File: src/rtl/fft_stage_sequencer.sv
// FFT stage sequencer: walks every butterfly of an N-point transform stage by
// stage, issues RAM reads, delays them into butterfly starts, and retires
// results through an in-order write-back address FIFO.
module fft_stage_sequencer #(
  parameter int LOG_N      = 12,
  parameter int RD_LATENCY = 1,
  parameter int FIFO_DEPTH = 64
) (
  input  logic             clk,
  input  logic             rst,
  input  logic             start,
  input  logic             use_ct_in,
  output logic             busy,
  output logic             done,
  output logic             rd_en,
  output logic [LOG_N-1:0] rd_addr_a,
  output logic [LOG_N-1:0] rd_addr_b,
  output logic [LOG_N-2:0] tw_addr,
  output logic             bf_start,
  output logic             bf_use_ct,
  input  logic             bf_done,
  output logic             wr_en,
  output logic [LOG_N-1:0] wr_addr_a,
  output logic [LOG_N-1:0] wr_addr_b,
  output logic             err
);

  localparam int HALF = 1 << (LOG_N - 1);
  localparam int SW   = (LOG_N > 1) ? $clog2(LOG_N) : 1;
  localparam int PW   = SW + 1;
  localparam int FAW  = (FIFO_DEPTH > 1) ? $clog2(FIFO_DEPTH) : 1;
  localparam int FCW  = $clog2(FIFO_DEPTH + 1);
  localparam logic [LOG_N-2:0] J_LAST   = (LOG_N-1)'(HALF - 1);
  localparam logic [SW-1:0]    S_LAST   = SW'(LOG_N - 1);
  localparam logic [FAW-1:0]   PTR_LAST = FAW'(FIFO_DEPTH - 1);

  typedef enum logic [1:0] {S_IDLE, S_ISSUE, S_DRAIN, S_DONE} state_t;

  state_t               r_state;
  logic [SW-1:0]        r_stage;
  logic [LOG_N-2:0]     r_j;
  logic                 r_use_ct;
  logic                 r_err;
  logic                 r_flush;
  logic [LOG_N:0]       r_outstanding;
  logic [RD_LATENCY-1:0] r_rd_dly;
  logic [2*LOG_N-1:0]   r_fifo [FIFO_DEPTH];
  logic [FAW-1:0]       r_wptr;
  logic [FAW-1:0]       r_rptr;
  logic [FCW-1:0]       r_count;

  logic                 w_issue;
  logic                 w_fifo_empty;
  logic                 w_fifo_full;
  logic                 w_pop;
  logic                 w_push_ok;
  logic [PW-1:0]        w_p;
  logic [LOG_N-1:0]     w_j_ext;
  logic [LOG_N-1:0]     w_mask;
  logic [LOG_N-1:0]     w_off;
  logic [LOG_N-1:0]     w_a;
  logic [LOG_N-1:0]     w_b;
  logic [LOG_N-1:0]     w_tw_full;
  logic [2*LOG_N-1:0]   w_head;

  assign w_issue      = (r_state == S_ISSUE);
  assign w_fifo_empty = (r_count == '0);
  assign w_fifo_full  = (r_count == FCW'(FIFO_DEPTH));
  assign w_pop        = bf_done && !w_fifo_empty;
  assign w_push_ok    = w_issue && (!w_fifo_full || w_pop);
  assign w_head       = r_fifo[r_rptr];

  // Butterfly addressing: a is j with a zero bit inserted at position p, b sets that bit.
  always_comb begin
    w_p       = r_use_ct ? PW'(r_stage) : (PW'(LOG_N - 1) - PW'(r_stage));
    w_j_ext   = {1'b0, r_j};
    w_mask    = (LOG_N'(1) << w_p) - LOG_N'(1);
    w_off     = w_j_ext & w_mask;
    w_a       = ((w_j_ext >> w_p) << (w_p + PW'(1))) | w_off;
    w_b       = w_a | (LOG_N'(1) << w_p);
    w_tw_full = w_off << (PW'(LOG_N - 1) - w_p);
  end

  assign busy      = (r_state != S_IDLE);
  assign done      = (r_state == S_DONE);
  assign rd_en     = w_issue;
  assign rd_addr_a = w_issue ? w_a : '0;
  assign rd_addr_b = w_issue ? w_b : '0;
  assign tw_addr   = w_issue ? w_tw_full[LOG_N-2:0] : '0;
  assign bf_start  = r_rd_dly[RD_LATENCY-1];
  assign bf_use_ct = r_use_ct;
  assign wr_en     = w_pop;
  assign wr_addr_a = w_pop ? w_head[2*LOG_N-1:LOG_N] : '0;
  assign wr_addr_b = w_pop ? w_head[LOG_N-1:0] : '0;
  assign err       = r_err;

  // Main sequencer: issue a stage, drain it completely, advance to the next stage.
  always_ff @(posedge clk) begin
    if (rst) begin
      r_state  <= S_IDLE;
      r_stage  <= '0;
      r_j      <= '0;
      r_use_ct <= 1'b0;
      // Remember that butterflies may still be in flight so their late dones are ignored.
      r_flush  <= r_flush || (r_state != S_IDLE) || (r_outstanding != '0);
    end else begin
      case (r_state)
        S_IDLE: begin
          if (start) begin
            r_use_ct <= use_ct_in;
            r_stage  <= '0;
            r_j      <= '0;
            r_flush  <= 1'b0;
            r_state  <= S_ISSUE;
          end
        end
        S_ISSUE: begin
          if (r_j == J_LAST) begin
            r_j     <= '0;
            r_state <= S_DRAIN;
          end else begin
            r_j <= r_j + (LOG_N-1)'(1);
          end
        end
        S_DRAIN: begin
          if (r_outstanding == '0) begin
            if (r_stage == S_LAST) begin
              r_state <= S_DONE;
            end else begin
              r_stage <= r_stage + SW'(1);
              r_state <= S_ISSUE;
            end
          end
        end
        default: r_state <= S_IDLE;
      endcase
    end
  end

  // Sticky error: completion with nothing queued, or a push into a full FIFO.
  always_ff @(posedge clk) begin
    if (rst) begin
      r_err <= 1'b0;
    end else if (r_state == S_IDLE && start) begin
      r_err <= 1'b0;
    end else if ((bf_done && w_fifo_empty && !r_flush) || (w_issue && w_fifo_full && !w_pop)) begin
      r_err <= 1'b1;
    end
  end

  // Read strobe delay line that produces the butterfly start.
  always_ff @(posedge clk) begin
    if (rst) begin
      r_rd_dly <= '0;
    end else begin
      for (int i = RD_LATENCY - 1; i > 0; i--) begin
        r_rd_dly[i] <= r_rd_dly[i-1];
      end
      r_rd_dly[0] <= w_issue;
    end
  end

  // Butterflies in flight between issue and write-back; gates the stage change.
  always_ff @(posedge clk) begin
    if (rst) begin
      r_outstanding <= '0;
    end else begin
      case ({w_push_ok, w_pop})
        2'b10:   r_outstanding <= r_outstanding + (LOG_N+1)'(1);
        2'b01:   r_outstanding <= r_outstanding - (LOG_N+1)'(1);
        default: r_outstanding <= r_outstanding;
      endcase
    end
  end

  // Write-back address FIFO pointers and occupancy.
  always_ff @(posedge clk) begin
    if (rst) begin
      r_wptr  <= '0;
      r_rptr  <= '0;
      r_count <= '0;
    end else begin
      if (w_push_ok) r_wptr <= (r_wptr == PTR_LAST) ? '0 : r_wptr + FAW'(1);
      if (w_pop)     r_rptr <= (r_rptr == PTR_LAST) ? '0 : r_rptr + FAW'(1);
      case ({w_push_ok, w_pop})
        2'b10:   r_count <= r_count + FCW'(1);
        2'b01:   r_count <= r_count - FCW'(1);
        default: r_count <= r_count;
      endcase
    end
  end

  // FIFO storage holds the read address pair of each issued butterfly.
  always_ff @(posedge clk) begin
    if (w_push_ok) r_fifo[r_wptr] <= {w_a, w_b};
  end

endmodule

File: config.mk
export PLATFORM = sky130hd
export DESIGN_NAME = fft_stage_sequencer
export DESIGN_NICKNAME = d
export VERILOG_FILES = /design/src/rtl/fft_stage_sequencer.sv
export SDC_FILE = /design/constraint.sdc
export NUM_CORES = 2
export LEC_CHECK = 0
export CAP_MARGIN = 20
export CORE_AREA = 2 2 313 315
export CTS_BUF_LIST = sky130_fd_sc_hd__clkbuf_16
export DETAILED_ROUTE_END_ITERATION = 6
export DIE_AREA = 0 0 315 317
export PLACE_DENSITY = 0.95
export SYNTH_ARGS = -nofsm -noshare
export SYNTH_HDL_FRONTEND = slang
export SYNTH_SLANG_ARGS = --single-unit
File: constraint.sdc
create_clock -name clk -period 9.9 [get_ports clk]
set_clock_uncertainty 0.15 [all_clocks]
set_input_delay 1.98 -clock clk [delete_from_list [all_inputs] [get_ports clk]]
set_output_delay 1.98 -clock clk [all_outputs]
set_load 0.01 [all_outputs]
==> flow_metrics.tcl <==
set metrics [dict create \
    ir_drop_uv 290 \
    yosysWarningCount 0 \
    critical_path.startpoint_type "flip-flop" \
    cts_hold_repair.buffers 0 \
    groute.usage.overall_pct 41.3 \
    post_drt_via_cell_ratio 7.93 \
    cap_violations 0 \
    firstDrtPassIters 7 \
    design.core.area_um2 96300 \
    num_vias 36700 \
    syn2layout_area_growth_pct 12.3 \
    detail_route.iter0.violations 7486 \
    wl_per_cell_um 43.7 \
    synth_area_um2 64200 \
    io_pins 71 \
    first_global_vias 35900 \
    drt.antenna.violating_nets 0 \
    post-cts-setup-buffers 0 \
    design.final.nets 3242 \
    gp_congestion 0.886 \
    die_area_um2 99900 \
    cts_sinks 1595 \
    max_slew.worst_pin.slew_ns 1.21 \
    port-buffer-count 70 \
    postSynth.topFlopCell "sky130_fd_sc_hd__edfxtp_1" \
    maxSlewHeadroom_pct 19.3 \
    slew_viol_final 0 \
    timing.setup.tns_ns 0 \
    cts_tree "built" \
    violations_in_the_final_reports "DRC" \
    synth.distinct_cells 86 \
    cts_clock_pin_slew_for_the_worst_setup_and_hold_paths_ns 0.06 \
    synth_enable_flop_cells 1537 \
    gr-total-overflow 0 \
    leakagePower_nw 22.6 \
    ys_async_sr_fraction_pct 0 \
    outcome "finished with violations" \
    crit_arrival_ns 5.58 \
    crit_path_end_kind "output port" \
    ctsHtreeMaxLevel 4 \
    finish.utilization_pct 74.9 \
    final-hold-violation-count 0 \
    final.period_utilization_pct 77.9 \
    grt_setup_unrepaired "no" \
    start_util_pct 66.7 \
    buffer_levels_on_the_longest_clock_path 3 \
    cts-buffers-inserted 151 \
    period_minus_slack_ns 7.71 \
    worstPathMaxFanout 49 \
    ys_seq_elements 1595 \
    critPathRequiredTime_ns 7.77 \
    global_route_wire_length_before_repair_um 280000 \
    critPathKind "flip-flop to output port" \
    drc_errors 1 \
    finalSetupViolCount 0 \
    die_y_um 317 \
    cts_repair_resize_count 0 \
    grt_start_max_net_pins 146 \
    synth_fp_nets 3082 \
    die_w_um 315 \
    achievable-frequency_ghz 0.130 \
    synth.avg_cell_area_um2 21.1 \
    postSynthCellCount 3048 \
    core.rowCount 114 \
    drive_above_1_share_pct 28.9 \
    type_of_the_worst_min_delay_path "flip-flop to flip-flop" \
    antenna_found_initial 14 \
    worst_skew_pair.late_latency_ns 0.78 \
    ctsRootBufferMaster "sky130_fd_sc_hd__clkbuf_16" \
    ys_seq_area_share_pct 73.7 \
    route.final.wire_length_um 202000 \
    detailed_place_hpwl_um 108000 \
    p_per_area_nw_per_um2 249 \
]
-- power by group --
part | internal [mW] | switching (mW)
Combinational | 1.85 | 2.32
Sequential | 7.67 | 0.163
Clock | 3.27 | 2.69
Total | 12.8 | 5.17
-- metrics by stage --
step	instances	instance area, um^2	hold WS, ns	worst slack [ns]	power [mW]
after floorplan	3048	64200	0.306	2.80	10.7
after global placement	4322	66900	0.320	3.38	11.6
after detailed placement	4322	66900	0.337	3.15	11.9
after CTS	4604	71800	0.348	2.21	17.8
after global routing	4613	72100	0.371	1.91	18.3
final	4621	72100	0.354	2.19	18.0
-- placed cells by master (no fill, tap or decap), drive strengths merged, types with 10 or more instances in the layout --
master,instances
nand2,89
xnor2,20
dfxtp,58
or3,17
and2,41
ha,27
o211ai,11
nor3,21
nand2b,14
bufinv,15
clkinv,54
a21oi,64
buf,116
xor2,15
clkdlybuf4s50,69
nor2,153
edfxtp,1537
clkbuf,155
mux4,514
inv,75
a211oi,10
o21ai,38
nand3,31
nor2b,17
a31oi,14
clkinvlp,10
-- registers in the layout, indices dropped and copies added (netlist names), 2 cells and up, named ones only --
| name | count |
|---|---|
| r_fifo | 1536 |
| r_count | 7 |
| r_wptr | 6 |
| r_outstanding | 13 |
| r_rptr | 6 |
| r_state | 2 |
| r_j | 11 |
| r_stage | 4 |
-- path summary, 6_finish.rpt --
path / start / end / slack (ns) / cells after the start
worst max-delay path: bf_use_ct / rd_addr_a[3] / 2.19 / 10
worst min-delay path: r_outstanding[5] / r_outstanding[5] / 0.35 / 2
worst max register to register: bf_use_ct / r_fifo[56][19] / 4.47 / 9
worst min register to register: r_outstanding[5] / r_outstanding[5] / 0.35 / 2
-- synthesized netlist by cell type, types with 27 or more instances --
cell / n / share of area (%)
sky130_fd_sc_hd__edfxtp_1: 1537 / 72
sky130_fd_sc_hd__mux4_2: 514 / 18
sky130_fd_sc_hd__nor2_1: 153 / 0.89
sky130_fd_sc_hd__clkbuf_1: 106 / 0.62
sky130_fd_sc_hd__nand2_1: 89 / 0.52
sky130_fd_sc_hd__a21oi_1: 64 / 0.50
sky130_fd_sc_hd__dfxtp_1: 58 / 1.8
sky130_fd_sc_hd__buf_2: 48 / 0.37
sky130_fd_sc_hd__and2_1: 39 / 0.38
sky130_fd_sc_hd__o21ai_0: 32 / 0.25
sky130_fd_sc_hd__nand3_1: 31 / 0.24
sky130_fd_sc_hd__ha_1: 27 / 0.53
-- critical path: stages, from the launching register on --
cell                              delay, ns
sky130_fd_sc_hd__dfxtp_1               0.71
sky130_fd_sc_hd__buf_4                 0.41
sky130_fd_sc_hd__mux2i_1               0.71
sky130_fd_sc_hd__a221oi_1              0.22
sky130_fd_sc_hd__or3_1                 0.38
sky130_fd_sc_hd__o211ai_1              0.24
sky130_fd_sc_hd__o21ai_1               0.21
sky130_fd_sc_hd__o21ai_4               0.49
sky130_fd_sc_hd__buf_4                 0.56
sky130_fd_sc_hd__and2_1                0.25
sky130_fd_sc_hd__clkdlybuf4s50_1       0.55
-- final cells by class --
cell class	instances	area, um^2
antenna	8	20.0
clock buffer	155	3880
clock inverter	127	1100
fill	4702	24200
inverter	27	101
multi-input combinational	1248	16300
sequential	1595	47300
tap	1276	1600
timing repair buffer	185	1760
-- routing by layer --
metal	global-route usage (%)	routed length [um]	up-vias
met5	0	97	-
met4	26.4	16500	14
met3	9.97	26800	971
met2	65.1	97200	4166
met1	52.7	61200	18400
li1	-	-	13100
-- kinds of logic (layout without fill, tap and decap cells) --
family,Yosys count,in the layout,synth area share (%)
AO/OA/AOI/OAI,217,217,2.28
XOR/XNOR,35,35,0.513
AND/OR/NAND/NOR,440,440,3.33
buffers and inverters,205,494,1.33
other,0,8,0
flip-flops,1595,1595,73.7
multiplexers,527,527,18.2
adder cells (fa/ha/maj),29,29,0.589
Power figures use the tool's default switching activity.
